## src/rtl/processor_debugger_hex_word_formatter.sv

```systemverilog
// rtl/processor_debugger_hex_word_formatter.sv - 32-bit word to framed ASCII hex byte stream for the debug UART
module processor_debugger_hex_word_formatter #(
    parameter logic [7:0] P_START_CHAR = 8'h24,
    parameter logic [7:0] P_SPLIT_CHAR = 8'h2C,
    parameter logic [7:0] P_STOP_CHAR0 = 8'h0D,
    parameter logic [7:0] P_STOP_CHAR1 = 8'h0A,
    parameter bit         P_UPPERCASE  = 1'b1
) (
    input  logic        iCLOCK,
    input  logic        iRESET_SYNC,
    input  logic        iTXD_REQ,
    output logic        oTXD_BUSY,
    input  logic        iTXD_START_EN,
    input  logic        iTXD_SPLIT_EN,
    input  logic        iTXD_STOP_EN,
    input  logic [31:0] iTXD_DATA,
    output logic        oUART_REQ,
    input  logic        iUART_BUSY,
    output logic [7:0]  oUART_DATA
);

    typedef enum logic [2:0] {
        S_IDLE,
        S_START,
        S_HEX,
        S_SPLIT,
        S_STOP0,
        S_STOP1
    } state_t;

    state_t      r_state;
    logic        r_gap;        // 0: SEND phase, 1: GAP phase of the current byte
    logic [2:0]  r_nib;        // hex digit index, 0 = most significant nibble
    logic [31:0] r_word;
    logic        r_split_en;
    logic        r_stop_en;
    logic [7:0]  r_data;       // last byte handed to the UART

    state_t      w_state_nxt;
    state_t      w_after_split;
    state_t      w_after_hex;
    logic        w_gap_nxt;
    logic [2:0]  w_nib_nxt;
    logic        w_accept;
    logic        w_fire;
    logic [3:0]  w_nibble;
    logic [7:0]  w_hex_char;
    logic [7:0]  w_byte;

    assign w_accept      = (r_state == S_IDLE) && iTXD_REQ;
    assign w_fire        = (r_state != S_IDLE) && !r_gap && !iUART_BUSY;
    assign w_after_split = r_stop_en ? S_STOP0 : S_IDLE;
    assign w_after_hex   = r_split_en ? S_SPLIT : w_after_split;

    // Digit k lives at bits 31-4k..28-4k, i.e. its LSB sits at 4*(7-k) = {~k, 2'b00}.
    assign w_nibble = r_word[{~r_nib, 2'b00} +: 4];

    // ASCII digit: '0'+n below ten, otherwise ('A'-10)+n or ('a'-10)+n.
    always_comb begin
        w_hex_char = 8'h30 + {4'h0, w_nibble};
        if (w_nibble > 4'd9) begin
            w_hex_char = (P_UPPERCASE ? 8'h37 : 8'h57) + {4'h0, w_nibble};
        end
    end

    // Byte offered in the current state's SEND phase.
    always_comb begin
        w_byte = r_data;
        case (r_state)
            S_START: w_byte = P_START_CHAR;
            S_HEX:   w_byte = w_hex_char;
            S_SPLIT: w_byte = P_SPLIT_CHAR;
            S_STOP0: w_byte = P_STOP_CHAR0;
            S_STOP1: w_byte = P_STOP_CHAR1;
            default: w_byte = r_data;
        endcase
    end

    // Next-state: SEND waits for the UART, GAP always lasts one cycle then moves to the next byte.
    always_comb begin
        w_state_nxt = r_state;
        w_gap_nxt   = r_gap;
        w_nib_nxt   = r_nib;
        if (r_state == S_IDLE) begin
            w_gap_nxt = 1'b0;
            w_nib_nxt = 3'd0;
            if (iTXD_REQ) begin
                w_state_nxt = iTXD_START_EN ? S_START : S_HEX;
            end
        end else if (!r_gap) begin
            if (!iUART_BUSY) begin
                w_gap_nxt = 1'b1;
            end
        end else begin
            w_gap_nxt = 1'b0;
            case (r_state)
                S_START: w_state_nxt = S_HEX;
                S_HEX: begin
                    w_nib_nxt = r_nib + 3'd1;
                    if (r_nib == 3'd7) begin
                        w_state_nxt = w_after_hex;
                    end
                end
                S_SPLIT: w_state_nxt = w_after_split;
                S_STOP0: w_state_nxt = S_STOP1;
                S_STOP1: w_state_nxt = S_IDLE;
                default: w_state_nxt = S_IDLE;
            endcase
        end
    end

    // State, word latch and last-byte register.
    always_ff @(posedge iCLOCK) begin
        if (iRESET_SYNC) begin
            r_state    <= S_IDLE;
            r_gap      <= 1'b0;
            r_nib      <= 3'd0;
            r_word     <= 32'h0;
            r_split_en <= 1'b0;
            r_stop_en  <= 1'b0;
            r_data     <= 8'h00;
        end else begin
            r_state <= w_state_nxt;
            r_gap   <= w_gap_nxt;
            r_nib   <= w_nib_nxt;
            if (w_accept) begin
                r_word     <= iTXD_DATA;
                r_split_en <= iTXD_SPLIT_EN;
                r_stop_en  <= iTXD_STOP_EN;
            end
            if (w_fire) begin
                r_data <= w_byte;
            end
        end
    end

    assign oTXD_BUSY  = (r_state != S_IDLE);
    assign oUART_REQ  = w_fire;
    assign oUART_DATA = w_fire ? w_byte : r_data;

endmodule

```

## config.mk

```make
export PLATFORM = sky130hd
export DESIGN_NAME = processor_debugger_hex_word_formatter
export DESIGN_NICKNAME = d
export VERILOG_FILES = /design/src/rtl/processor_debugger_hex_word_formatter.sv
export SDC_FILE = /design/constraint.sdc
export NUM_CORES = 1
export LEC_CHECK = 0
export CAP_MARGIN = 20
export CORE_MARGIN = 4
export CORE_UTILIZATION = 55
export CTS_CLUSTER_DIAMETER = 150
export DETAILED_ROUTE_END_ITERATION = 10
export PLACE_DENSITY = 0.95
export REMOVE_ABC_BUFFERS = 1
export SLEW_MARGIN = 20
export SYNTH_ARGS = -nofsm -noshare
export SYNTH_HDL_FRONTEND = slang
export SYNTH_SLANG_ARGS = --single-unit
```

## constraint.sdc

```tcl
create_clock -name iCLOCK -period 7.1 [get_ports iCLOCK]
set_input_delay 0.71 -clock iCLOCK [delete_from_list [all_inputs] [get_ports iCLOCK]]
set_output_delay 0.71 -clock iCLOCK [all_outputs]
set_load 0.01 [all_outputs]
```

==> flow_summary.json <==
{
  "synthToLayoutAreaGrowth_pct": 24.3,
  "cts.sinks": 49,
  "cpMostUsedCell": "nor3_1",
  "leakage_nw": 1.06,
  "postSynth.asyncResetShare": 0,
  "start_util": 0.577,
  "synthesis.area_um2": 2360,
  "finalHoldViolations": 0,
  "slowest_delay_ns": 0.62,
  "synth-edff-count": 0,
  "synthCells": 290,
  "multi_input_area_um2": 1280,
  "ys_seq_elements": 49,
  "yosys.cell_count.top_type": "nand2_1",
  "htreeDepth": 2,
  "synth_top_cell_by_area": "dfxtp_1",
  "crit_slowest_cell": "dfxtp_1",
  "tightest_slew_ns": 0.673,
  "cts_setup_buffers": 0,
  "ff2ff_path_depth": 8,
  "seq_area_frac_synth": 0.416,
  "via_count": 2149,
  "fill_cells": 327,
  "ir_worst_vdd_mv": 0.117,
  "avgSynthCellArea_um2": 8.14,
  "clk_latency_ns": 0.30,
  "reg2reg_slack_ns": 4.23,
  "cts-root-buf": "clkbuf_8",
  "wl_per_cell_um": 14.2,
  "postCtsHoldBufs": 0,
  "worst_setup_path_start_kind": "register",
  "cts-buffers-inserted": 5,
  "worst_ep_required_time_ns": 6.39,
  "overflow": 0,
  "synth_commonest_cells": "nand2_1, dfxtp_1, a21oi_1, clkbuf_1, nor2_1",
  "pin_count": 49,
  "yosys.area.top_type_share": 0.416,
  "drt_wl_total_um": 5330,
  "max_freq_mhz": 231,
  "crit_fanout": 9,
  "grt_pass1_vias": 1938,
  "period_needed_ns": 4.34,
  "arrival_ns": 3.63,
  "dr.pass1.iters": 4,
  "path_cells": "mux4_2, mux2i_1, inv_2, ha_1, or2_2, a21oi_1, nor3_1, nor3_1, clkdlybuf4s50_1",
  "place.gp.congestion": 0.927,
  "maxCapViolCount": 0,
  "vias_per_cell": 5.72,
  "cp-endpoint": "oUART_DATA[1]",
  "nets": 368,
  "rows": 23,
  "finClkSkew_ns": 0.00766,
  "grt_pass1_wl_um": 8690,
  "core_um2": 4090,
  "clk_pin_slew_ns": 0.09,
  "fin_util": 0.718,
  "drive_gt1_frac": 0.0828,
  "place_hpwl_um": 3710,
  "dieArea_um2": 5400,
  "setup_violations": 0,
  "tritoncts": "yes",
  "ys_warn_count": 0,
  "synth_cell_types": 36,
  "rsz0062_at_grt": "no",
  "critPathCaptureType": "output port",
  "drv_slew": 0,
  "criticalPathCategory": "register to output port",
  "antenna_cells": 0,
  "ctsResizeCount": 0,
  "min_path_type": "register to register",
  "drc": 0,
  "fin_total_pwr_w": 0.000614,
  "status": "finished clean",
  "yosys-top-cells-area": "dfxtp_1, nand2_1, a21oi_1, mux4_2, mux2i_1",
  "fp.dieW_um": 73.5,
  "max_slew_margin": 0.551,
  "period_share": 0.611,
  "antenna_found_initial": 0,
  "grt_start_max_net_pins": 50,
  "grt_usage": 0.207,
  "timing.rr.end": "r_data[0]",
  "setup-tns-final_ns": 0,
  "cts_max_path_buffers": 2,
  "ant_nets": 0,
  "port_buffers": 48,
  "regToRegStartpoint": "r_nib[2]",
  "ys.flop_type": "dfxtp_1",
  "worstSetupStartpoint": "r_nib[2]",
  "power.density_cell_area_nw_per_um2": 209,
  "seq_area_um2": 981,
  "drt_iter0_drc": 213,
  "die_h_um": 73.5
}
==> cell families after synthesis <==
logic type      share of synthesized area
xor+xnor                          0.00371
flops                               0.416
compound gates                      0.167
simple gates                        0.235
buf+inv                            0.0477
fa+ha+maj                          0.0212
mux                                 0.110
==> layer usage <==
layer  routed length (um)  share of wire  track usage
met1                 2210           0.41        0.267
met2                 2590           0.49        0.336
met3                  425          0.080       0.0492
met4                  103          0.019       0.0785
met5                    0              0            0
==> placed cells by master, fill, tap and decap left out, types with 2 or more instances in the layout <==
| cell type | instances |
|---|---|
| a211o_1 | 6 |
| a211oi_1 | 3 |
| a21o_1 | 2 |
| a21oi_1 | 41 |
| a22oi_1 | 2 |
| buf_4 | 2 |
| clkbuf_8 | 7 |
| clkdlybuf4s50_1 | 48 |
| dfxtp_1 | 49 |
| ha_1 | 4 |
| inv_1 | 2 |
| inv_2 | 2 |
| mux2i_1 | 9 |
| mux4_2 | 7 |
| nand2_1 | 81 |
| nand2b_1 | 2 |
| nand3_1 | 5 |
| nor2_1 | 15 |
| nor2b_1 | 4 |
| nor3_1 | 10 |
| nor4_1 | 2 |
| o21ai_0 | 4 |
| o21ai_1 | 2 |
| o22ai_1 | 2 |
==> stage by stage <==
stage | setup slack (ns) | std cells | hold slack [ns] | instance area [um^2]
after global routing | 2.56 | 376 | 0.479 | 2930
after global placement | 3.28 | 368 | 0.441 | 2830
after detailed placement | 3.21 | 368 | 0.448 | 2830
after floorplan | 3.89 | 268 | 0.427 | 2260
final | 2.76 | 376 | 0.459 | 2930
after CTS | 2.73 | 376 | 0.460 | 2930
==> report_power, final <==
part / internal (W) / switching [W] / total (W)
clock network: 0.0000881 / 0.0000881 / 0.000176
logic: 0.0000623 / 0.0000647 / 0.000127
registers: 0.000294 / 0.0000166 / 0.000311
total: 0.000445 / 0.000169 / 0.000614
==> how the worst min path moves through the flow <==
stage / startpoint / to / depth (start not counted)
floorplan: r_word[16] / r_word[16] / 2
global placement: r_word[5] / r_word[5] / 2
detailed placement: r_word[17] / r_word[17] / 2
CTS: r_word[17] / r_word[17] / 2
global route: r_word[26] / r_word[26] / 2
finish: r_word[17] / r_word[17] / 2
==> state kept, by name, summed over array words and instances, names as in the netlist <==
register / cells
r_nib: 3
r_stop_en: 1
r_state: 3
r_data: 8
r_split_en: 1
r_gap: 1
r_word: 32
==> worst max-delay path, delay by kind of cell (launching register included) <==
family	cells	cell delay, ns
AO/OA/AOI/OAI	1	0.24
adder cells (fa/ha/maj)	1	0.18
buffers and inverters	2	0.67
flip-flops	1	0.62
multiplexers	2	0.87
AND/OR/NAND/NOR	3	0.74
==> final cells by class <==
type	instances	share of cell area
Multi-Input combinational cell	215	0.436
Sequential cell	49	0.334
Timing Repair Buffer	50	0.169
Clock buffer	7	0.0328
Tap cell	50	0.0213
Inverter	4	0.00512
Clock inverter	1	0.00171
Power figures use the tool's default switching activity.
